==> src/rtl/fx_ga_pkg.sv <==
// ---------------------------------------------------------------------------
// fx_ga_pkg
// Shared definitions for the PC-FX gate array blocks.
//   - TMC register select encodings ({A7,A6})
//   - TMC CTRL register bit positions
//   - tmc_ctrl_t: packed CTRL register image (ST at bit 2, IE at 1, EN at 0)
//   - tmc_eff_period: maps a programmed PERIOD to the 17-bit reload value
// ---------------------------------------------------------------------------
package fx_ga_pkg;

    localparam logic [1:0] TMC_REG_CTRL    = 2'b00;
    localparam logic [1:0] TMC_REG_PERIOD  = 2'b10;
    localparam logic [1:0] TMC_REG_COUNTER = 2'b11;

    localparam int TMC_EN = 0;
    localparam int TMC_IE = 1;
    localparam int TMC_ST = 2;

    typedef struct packed {
        logic st;
        logic ie;
        logic en;
    } tmc_ctrl_t;

    // A programmed period of 0 stands for a full 65536-count interval, which
    // is why the counter needs a 17th bit.
    function automatic logic [16:0] tmc_eff_period(input logic [15:0] period);
        return (period == 16'd0) ? 17'h1_0000 : {1'b0, period};
    endfunction

endpackage

==> src/rtl/fx_ga_tmc.sv <==
// ---------------------------------------------------------------------------
// fx_ga_tmc
// PC-FX gate array Timer Control unit. A 16-bit auto-reloading down-counter
// behind a fixed CE prescaler; each expiry sets a sticky ST flag, and
// INT = ST & IE feeds INTTM (ISR bit 6) of the interrupt controller.
//
// Ports:
//   CLK    in   system clock
//   RESn   in   asynchronous active-low reset
//   CE     in   clock enable; state only advances when high
//   CSn    in   chip select for the 0xF00..0xFFF window (active-low)
//   A7,A6  in   register select: 00 CTRL, 10 PERIOD, 11 COUNTER, 01 unused
//   RDn    in   read strobe (active-low)
//   WRn    in   write strobe (active-low, level-sensitive)
//   DI     in   write data [15:0]
//   DO     out  read data [15:0], zero unless CSn=0 and RDn=0
//   INT    out  interrupt request (active-high)
// ---------------------------------------------------------------------------
module fx_ga_tmc
    import fx_ga_pkg::*;
#(
    parameter int PRESCALE = 15
) (
    input  logic        CLK,
    input  logic        RESn,
    input  logic        CE,
    input  logic        CSn,
    input  logic        A7,
    input  logic        A6,
    input  logic        RDn,
    input  logic        WRn,
    input  logic [15:0] DI,
    output logic [15:0] DO,
    output logic        INT
);

    localparam logic [7:0] PS_LAST = 8'(PRESCALE - 1);

    logic [1:0]  sel;
    tmc_ctrl_t   ctrl;
    logic [15:0] period;
    logic [16:0] counter;
    logic [7:0]  prescaler;

    logic        wr_ctrl;
    logic        wr_period;
    tmc_ctrl_t   ctrl_next;
    logic [15:0] period_next;
    logic [16:0] counter_next;
    logic [7:0]  prescaler_next;
    logic        start;
    logic        running;
    logic        ps_wrap;
    logic        expire;

    assign sel = {A7, A6};

    // Next-state logic. Bus writes are folded in first so that a write of
    // EN=0 suppresses counting in the same cycle, and an enabling write sees
    // a PERIOD written alongside it. Expiry setting ST is applied after a
    // write clearing ST, so a coincident expiry wins.
    always_comb begin
        wr_ctrl        = !CSn && !WRn && (sel == TMC_REG_CTRL);
        wr_period      = !CSn && !WRn && (sel == TMC_REG_PERIOD);

        period_next    = wr_period ? DI : period;

        ctrl_next      = ctrl;
        if (wr_ctrl) begin
            ctrl_next.en = DI[TMC_EN];
            ctrl_next.ie = DI[TMC_IE];
            if (!DI[TMC_ST]) begin
                ctrl_next.st = 1'b0;
            end
        end

        start          = ctrl_next.en && !ctrl.en;
        running        = ctrl_next.en && ctrl.en;
        ps_wrap        = running && (prescaler == PS_LAST);
        expire         = ps_wrap && (counter == 17'd1);

        counter_next   = counter;
        prescaler_next = prescaler;
        if (start) begin
            counter_next   = tmc_eff_period(period_next);
            prescaler_next = 8'd0;
        end else if (running) begin
            if (ps_wrap) begin
                prescaler_next = 8'd0;
                counter_next   = expire ? tmc_eff_period(period_next)
                                        : counter - 17'd1;
            end else begin
                prescaler_next = prescaler + 8'd1;
            end
        end

        if (expire) begin
            ctrl_next.st = 1'b1;
        end
    end

    // All timer state; reset is asynchronous and ignores CE.
    always_ff @(posedge CLK or negedge RESn) begin
        if (!RESn) begin
            ctrl      <= '0;
            period    <= '0;
            counter   <= '0;
            prescaler <= '0;
        end else if (CE) begin
            ctrl      <= ctrl_next;
            period    <= period_next;
            counter   <= counter_next;
            prescaler <= prescaler_next;
        end
    end

    // Read mux; the bus sees zero whenever the window is not being read.
    always_comb begin
        DO = 16'd0;
        if (!CSn && !RDn) begin
            case (sel)
                TMC_REG_CTRL:    DO = {13'd0, ctrl};
                TMC_REG_PERIOD:  DO = period;
                TMC_REG_COUNTER: DO = counter[15:0];
                default:         DO = 16'd0;
            endcase
        end
    end

    assign INT = ctrl.st & ctrl.ie;

endmodule

==> config.mk <==
export PLATFORM = sky130hd
export DESIGN_NAME = fx_ga_tmc
export DESIGN_NICKNAME = d
export VERILOG_FILES = /design/src/rtl/fx_ga_pkg.sv /design/src/rtl/fx_ga_tmc.sv
export SDC_FILE = /design/constraint.sdc
export NUM_CORES = 1
export LEC_CHECK = 0
export BUFFER_PORTS_ARGS = -buffer_cell sky130_fd_sc_hd__buf_4
export CORE_UTILIZATION = 45
export CTS_BUF_LIST = sky130_fd_sc_hd__clkbuf_16
export CTS_CLUSTER_DIAMETER = 100
export DETAILED_ROUTE_END_ITERATION = 12
export PLACE_DENSITY = 0.65
export SLEW_MARGIN = 25
export SYNTH_ARGS = -nofsm -noshare
export SYNTH_HDL_FRONTEND = slang
export SYNTH_SLANG_ARGS = --single-unit
==> constraint.sdc <==
create_clock -name CLK -period 2.9 [get_ports CLK]
set_clock_uncertainty 0.05 [all_clocks]
set_input_delay 0.145 -clock CLK [delete_from_list [all_inputs] [get_ports CLK]]
set_output_delay 0.145 -clock CLK [all_outputs]
set_load 0.01 [all_outputs]
==> results.json, run 1 <==
{
  "cts_max_level": 2,
  "start_util_pct": 46.4,
  "powerDensity_mw_per_mm2": 687,
  "seq_power_share_pct": 42.8,
  "routed_via_density": 6.16,
  "max-cap-violations": 0,
  "slowest_stage": "or3_1",
  "synth_ff_type": "dfrtp_1",
  "endpoint_kind": "register",
  "cts.repair.resized": 0,
  "synth_area_leaders": "dfrtp_1 (37%), mux2i_1 (11%), mux2_2 (7.6%)",
  "power_mw": 2.37,
  "rsz0062_at_grt": "false",
  "max_slew_margin_pct": 61.4,
  "synth_cells": 312,
  "r2r_slack_ps": 230,
  "die_h_um": 82.9,
  "drt_wl_total_mm": 7.78,
  "post_drt_wl_per_cell_um": 18.4,
  "p_clk_share_pct": 23.7,
  "cp-start-kind": "register",
  "fin_crit_ps": 2670,
  "synth_top_area_share_pct": 37.4,
  "worst_pin_slew_ps": 579,
  "p_sw_mw": 0.893,
  "grt_pass1_wl_mm": 12.7,
  "ff2ff_path_depth": 6,
  "nets": 372,
  "final_max_slew_viol_count": 0,
  "clock_latency_ps": 290,
  "max_stage_delay_ps": 550,
  "n_antenna_cell": 0,
  "hold_path_end": "period[5]$_DFFE_PN0P_",
  "pwr-share-comb_pct": 33.5,
  "track_usage_pct": 23.2,
  "synth_top_area_cell": "dfrtp_1",
  "cp_cell_sequence": "or3_1 -> or3_1 -> o21ai_4 -> buf_4 -> nor2_1 -> a221o_1",
  "timing_hold_violations_final": 0,
  "antenna_found_initial": 0,
  "netlist_area_mm2": 0.00294,
  "cp_max_fo": 12,
  "fin_util_pct": 54.3,
  "crit_arrival_ps": 2790,
  "die_width_um": 82.9,
  "portBuffers": 40,
  "synth-seq-cells": 44,
  "ys_async_sr_fraction_pct": 100,
  "setup-tns-final_ps": 0,
  "cts.clk_slew.worst_paths_ps": 70,
  "gp_congestion": 0.877,
  "min_path_cells": 2,
  "grt_max_degree": 45,
  "ant_nets": 0,
  "drive_gt1_share_pct": 24.1,
  "rows": 29,
  "cts.sinks": 44,
  "core_area_mm2": 0.00635,
  "cts_buffer_depth": 2,
  "holdCritStartpoint": "DI[5]",
  "cts_made_buffers": 5,
  "drt_iter0_markers": 210,
  "syn_to_final_growth_pct": 17.0,
  "hpwl_mm": 5.65,
  "synth_edf_count": 0,
  "leakagePower_nw": 1.42,
  "dieArea_mm2": 0.00687,
  "drc": 0,
  "cts-root-buf": "clkbuf_16",
  "postSynthAreaPerCell_um2": 9.44,
  "outcome": "finished clean",
  "required_ps": 3020,
  "setup_violations": 0,
  "hp-class": "in2reg",
  "seq_area_frac_synth_pct": 37.4,
  "p_int_mw": 1.48,
  "sw_frac_of_total_pct": 37.7,
  "r2r_end": "counter[9]$_DFFE_PN0P_",
  "max_freq_mhz": 375,
  "dr.pass1.iters": 5,
  "ir_drop_mv": 0.366,
  "syn-num-nets": 340,
  "nFillCells": 589,
  "crit-reg2reg-launch": "counter[7]$_DFFE_PN0P_",
  "synth.distinct_cells": 54,
  "grt_pass1_vias": 2430,
  "finalCritPeriodShare_pct": 92.0,
  "crit_path_frequent_cell": "or3_1",
  "ys_warn_count": 0,
  "via_count": 2600,
  "path_class": "reg2reg",
  "grt_remaining_overflow": 0,
  "cts_tree": "built",
  "num_io_pins": 41
}
==> sequential cells by signal, summed over array words and instances, names as in the netlist <==
register	cells
counter	17
period	16
prescaler	8
ctrl	3
==> how the worst max path moves through the flow <==
stage	from	to	slack [ps]	cells past startpoint
finish	counter[7]$_DFFE_PN0P_	counter[9]$_DFFE_PN0P_	230	6
global route	prescaler[0]$_DFFE_PN0P_	counter[4]$_DFFE_PN0P_	40	8
CTS	counter[7]$_DFFE_PN0P_	counter[9]$_DFFE_PN0P_	260	6
detailed placement	prescaler[0]$_DFFE_PN0P_	counter[4]$_DFFE_PN0P_	270	8
global placement	counter[7]$_DFFE_PN0P_	counter[13]$_DFFE_PN0P_	290	6
floorplan	prescaler[0]$_DFFE_PN0P_	counter[5]$_DFFE_PN0P_	500	9
==> synthesized netlist by cell type, types with 2 or more instances <==
library cell	n
xor2_1	3
buf_4	2
nand2_1	18
and3_1	3
o211ai_1	6
nor2b_1	3
nor4_1	14
nand3_1	6
buf_1	3
o21ai_0	5
a221o_1	5
mux2_2	20
a31oi_1	4
a21oi_1	3
nor3_1	13
o21a_1	2
inv_1	3
ha_1	4
a22o_1	2
a211o_1	4
a22oi_1	3
buf_2	12
mux2i_1	32
dfrtp_1	44
o31ai_1	5
clkbuf_1	7
o21ai_1	8
or3_1	5
or4_1	2
nand4_1	12
and2_1	2
nor2_1	35
==> critical path: cells and delay by family, from the launching register on <==
kind	cells	cell delay, ps
and+or+nand+nor	3	1150
buffers and inverters	1	240
AOI/OAI and AO/OA	2	630
DFF	1	470
==> cells by family (layout without fill, tap and decap cells) <==
logic type               Yosys count  in the layout  share of synthesized area (%)
flip-flops                        44             44                           37.4
multiplexers                      52             52                           18.5
XOR/XNOR                           3              3                          0.893
adder cells (fa/ha/maj)            4              4                           1.70
buffers and inverters             28             61                           4.59
AND/OR/NAND/NOR                  125            125                           22.4
AO/OA/AOI/OAI                     56             56                           14.5
==> power by group through the flow <==
stage               Combinational, mW  Sequential, mW  Clock, mW
floorplan                       0.607           0.929          0
global placement                0.783            1.01          0
detailed placement              0.790            1.02          0
CTS                             0.793            1.01      0.569
global route                    0.882            1.04      0.587
finish                          0.793            1.01      0.561
==> placed cells by master (no fill, tap or decap), types with 8 or more instances in the layout <==
master / netlist / routed
buf_4: 2 / 49
dfrtp_1: 44 / 44
mux2_2: 20 / 20
mux2i_1: 32 / 32
nand2_1: 18 / 18
nand4_1: 12 / 12
nor2_1: 35 / 35
nor3_1: 13 / 13
nor4_1: 14 / 14
o21ai_1: 8 / 8
==> metrics by stage <==
stage                     instance area, µm²  setup slack, ps  std cells  hold slack [ps]
final                                   3450              232        422             57.2
after global routing                    3450             42.1        422             55.8
after CTS                               3450              264        422             56.8
after detailed placement                3290              269        413              147
after global placement                  3290              292        413              139
after floorplan                         2940              498        312             -201
==> what timing repair did <==
action | CTS | global route
endpoints found under the hold margin | 44 | 0
buffers inserted | 0 | 0
hold buffers | 1 | 0
==> layout make-up <==
type | instances | area, µm² | area share [%]
inverters | 3 | 11.3 | 0.327
clock buffers | 5 | 125 | 3.63
flip-flops and latches | 44 | 1100 | 32.0
clock inverters | 3 | 20.0 | 0.581
well taps | 77 | 96.3 | 2.80
repair buffers | 50 | 378 | 11.0
multi-input cells | 240 | 1710 | 49.7
==> per-layer routing <==
metal | track usage (%) | vias to the layer above | share of wire (%)
li1 | - | 1242 | -
met1 | 34.1 | 1259 | 47
met2 | 34.8 | 88 | 45
met3 | 3.48 | 11 | 5.4
met4 | 7.99 | 0 | 2.4
met5 | 0 | - | 0
Note: power is estimated with default switching activity, not from simulation.
==> run 2: changes to the inputs <==
- CELL_PAD_IN_SITES_DETAIL_PLACEMENT: not set -> 0
- CELL_PAD_IN_SITES_GLOBAL_PLACEMENT: not set -> 1
- CORE_MARGIN: not set -> 3
- CORE_UTILIZATION: 45 -> 44
- CTS_BUF_LIST: sky130_fd_sc_hd__clkbuf_16 -> not set
- PLACE_DENSITY: 0.65 -> not set
- PLACE_DENSITY_LB_ADDON: not set -> 0.1
==> run 2 against run 1 <==
Worst setup slack better by 23 ps. Worst hold slack worse by 16 ps. Register-to-register slack improved by 20 ps. Core utilization is 0.94 points lower. Non-clock buffer count fell by 1. Clock power down 15%. Critical path depth increased by 2. Sequential power about the same. Wire length grew 2.0%. Count of clock-buffer cells in the layout unchanged. Sequential cell count did not move.
==> results.json, run 2 (synthesized netlist as in run 1, its figures left out) <==
{
  "grt_pass1_vias": 2472,
  "antenna_found_initial": 0,
  "rsz0062_at_grt": "false",
  "cp_cell_sequence": "inv_1 -> ha_1 -> or4b_4 -> o31ai_4 -> and3_1 -> buf_4 -> o21ai_1 -> a221o_1",
  "dr.pass1.iters": 4,
  "hpwl_mm": 5.78,
  "drt_iter0_markers": 168,
  "max_slew_margin_pct": 50.3,
  "path_delay_family": "compound AO/OA/AOI/OAI gates",
  "crit_start": "prescaler[0]$_DFFE_PN0P_",
  "n_antenna_cell": 0,
  "cts.sinks": 44,
  "max_freq_mhz": 378,
  "cts_buffer_depth": 2,
  "mostFrequentLayoutCells": "buf_4 (47), dfrtp_1 (44), nor2_1 (35), mux2i_1 (32), mux2_2 (20)",
  "rows": 29,
  "max-cap-violations": 0,
  "drive_gt1_share_pct": 24.1,
  "ir_drop_mv": 0.286,
  "fin_util_pct": 53.3,
  "cts-root-buf": "clkbuf_8",
  "routed_via_density": 6.14,
  "cp_num_buf_inv": 2,
  "cp.depth": 8,
  "largestRegisters": "counter: 17 flops, period: 16 flops, prescaler: 8 flops",
  "final_common_cell": "buf_4",
  "dieArea_mm2": 0.00771,
  "cts_made_buffers": 5,
  "cp_max_fo": 21,
  "setup_violations": 0,
  "worst_pin_slew_ps": 744,
  "cts_max_level": 2,
  "drc": 0,
  "finalCritPeriodShare_pct": 91.2,
  "gp_congestion": 0.876,
  "final_max_slew_viol_count": 0,
  "slowest_stage": "o31ai_4",
  "crit_arrival_ps": 2780,
  "crit-reg2reg-launch": "prescaler[0]$_DFFE_PN0P_",
  "die_width_um": 87.8,
  "required_ps": 3030,
  "setup-tns-final_ps": 0,
  "largest_reg_flops": 17,
  "cts_tree": "built",
  "max_stage_delay_ps": 480,
  "cp-start-kind": "register",
  "track_usage_pct": 21.6,
  "portBuffers": 40,
  "via_count": 2583,
  "grt_remaining_overflow": 0,
  "outcome": "finished clean",
  "endpoint_kind": "register",
  "syn_to_final_growth_pct": 16.3,
  "powerDensity_mw_per_mm2": 672,
  "path_class": "reg2reg",
  "leakagePower_nw": 1.40,
  "min_path_cells": 2,
  "ant_nets": 0,
  "core_area_mm2": 0.00642,
  "ff2ff_path_depth": 8,
  "die_h_um": 87.8,
  "drt_wl_total_mm": 7.93,
  "post_drt_wl_per_cell_um": 18.8,
  "grt_pass1_wl_mm": 13.0,
  "grt_max_degree": 45,
  "start_util_pct": 45.8,
  "holdCritStartpoint": "DI[4]",
  "num_io_pins": 41,
  "regMostFlops": "counter",
  "nets": 371,
  "fin_crit_ps": 2650,
  "hp-class": "in2reg",
  "clock_latency_ps": 300,
  "timing_hold_violations_final": 0,
  "cts.clk_slew.worst_paths_ps": 90
}
-- run 2: path summary, 6_finish.rpt --
path,slack [ps],to
worst max-delay path,250,counter[9]$_DFFE_PN0P_
worst min-delay path,40,period[4]$_DFFE_PN0P_
worst max register to register,250,counter[9]$_DFFE_PN0P_
worst min register to register,480,ctrl[1]$_DFFE_PN0P_
max in group asynchronous,2070,prescaler[7]$_DFFE_PN0P_
min in group asynchronous,330,period[5]$_DFFE_PN0P_
-- run 2: report_power, final --
group,internal [mW],switching (mW)
sequential,0.785,0.222
combinational,0.383,0.434
clock,0.255,0.221
total,1.42,0.877
-- run 2: layer usage --
metal	GRT usage, %	vias up	wire (µm)
met5	0	-	0
met4	6.14	0	118
met3	3.95	8	436
met2	33.2	75	3690
met1	31.2	1254	3680
li1	-	1246	-
-- run 2: metrics by stage --
stage | std cells | setup slack, ps | instance area [µm²] | hold slack (ps) | total power, mW
after floorplan | 312 | 498 | 2940 | -201 | 1.54
after global placement | 412 | 191 | 3300 | 146 | 1.82
after detailed placement | 412 | 199 | 3300 | 142 | 1.83
after CTS | 421 | 192 | 3420 | 34.6 | 2.31
after global routing | 421 | 26.2 | 3420 | 39.4 | 2.46
final | 421 | 255 | 3420 | 40.8 | 2.30
-- run 2: area by class of cell --
| cell class | instances | area (µm²) |
|---|---|---|
| Timing Repair Buffer | 49 | 383 |
| Sequential cell | 44 | 1100 |
| Fill cell | 614 | 3000 |
| Tap cell | 77 | 96.3 |
| Clock buffer | 5 | 68.8 |
| Multi-Input combinational cell | 240 | 1720 |
| Inverter | 3 | 11.3 |
| Clock inverter | 3 | 42.5 |
-- run 2: repair_timing --
item / in CTS / in global routing
endpoints found under the setup margin: 0 / 1
hold buffers: 1 / 0
resized for setup: 0 / 1
buffers inserted: 0 / 0
hold endpoints to repair: 44 / 0
-- run 2: worst register-to-register path, stage by stage (launching register included) --
cell and delay [ps]:
dfrtp_1 430, inv_1 70, ha_1 130, or4b_4 470, o31ai_4 480, and3_1 250, buf_4 240, o21ai_1 110
a221o_1 300
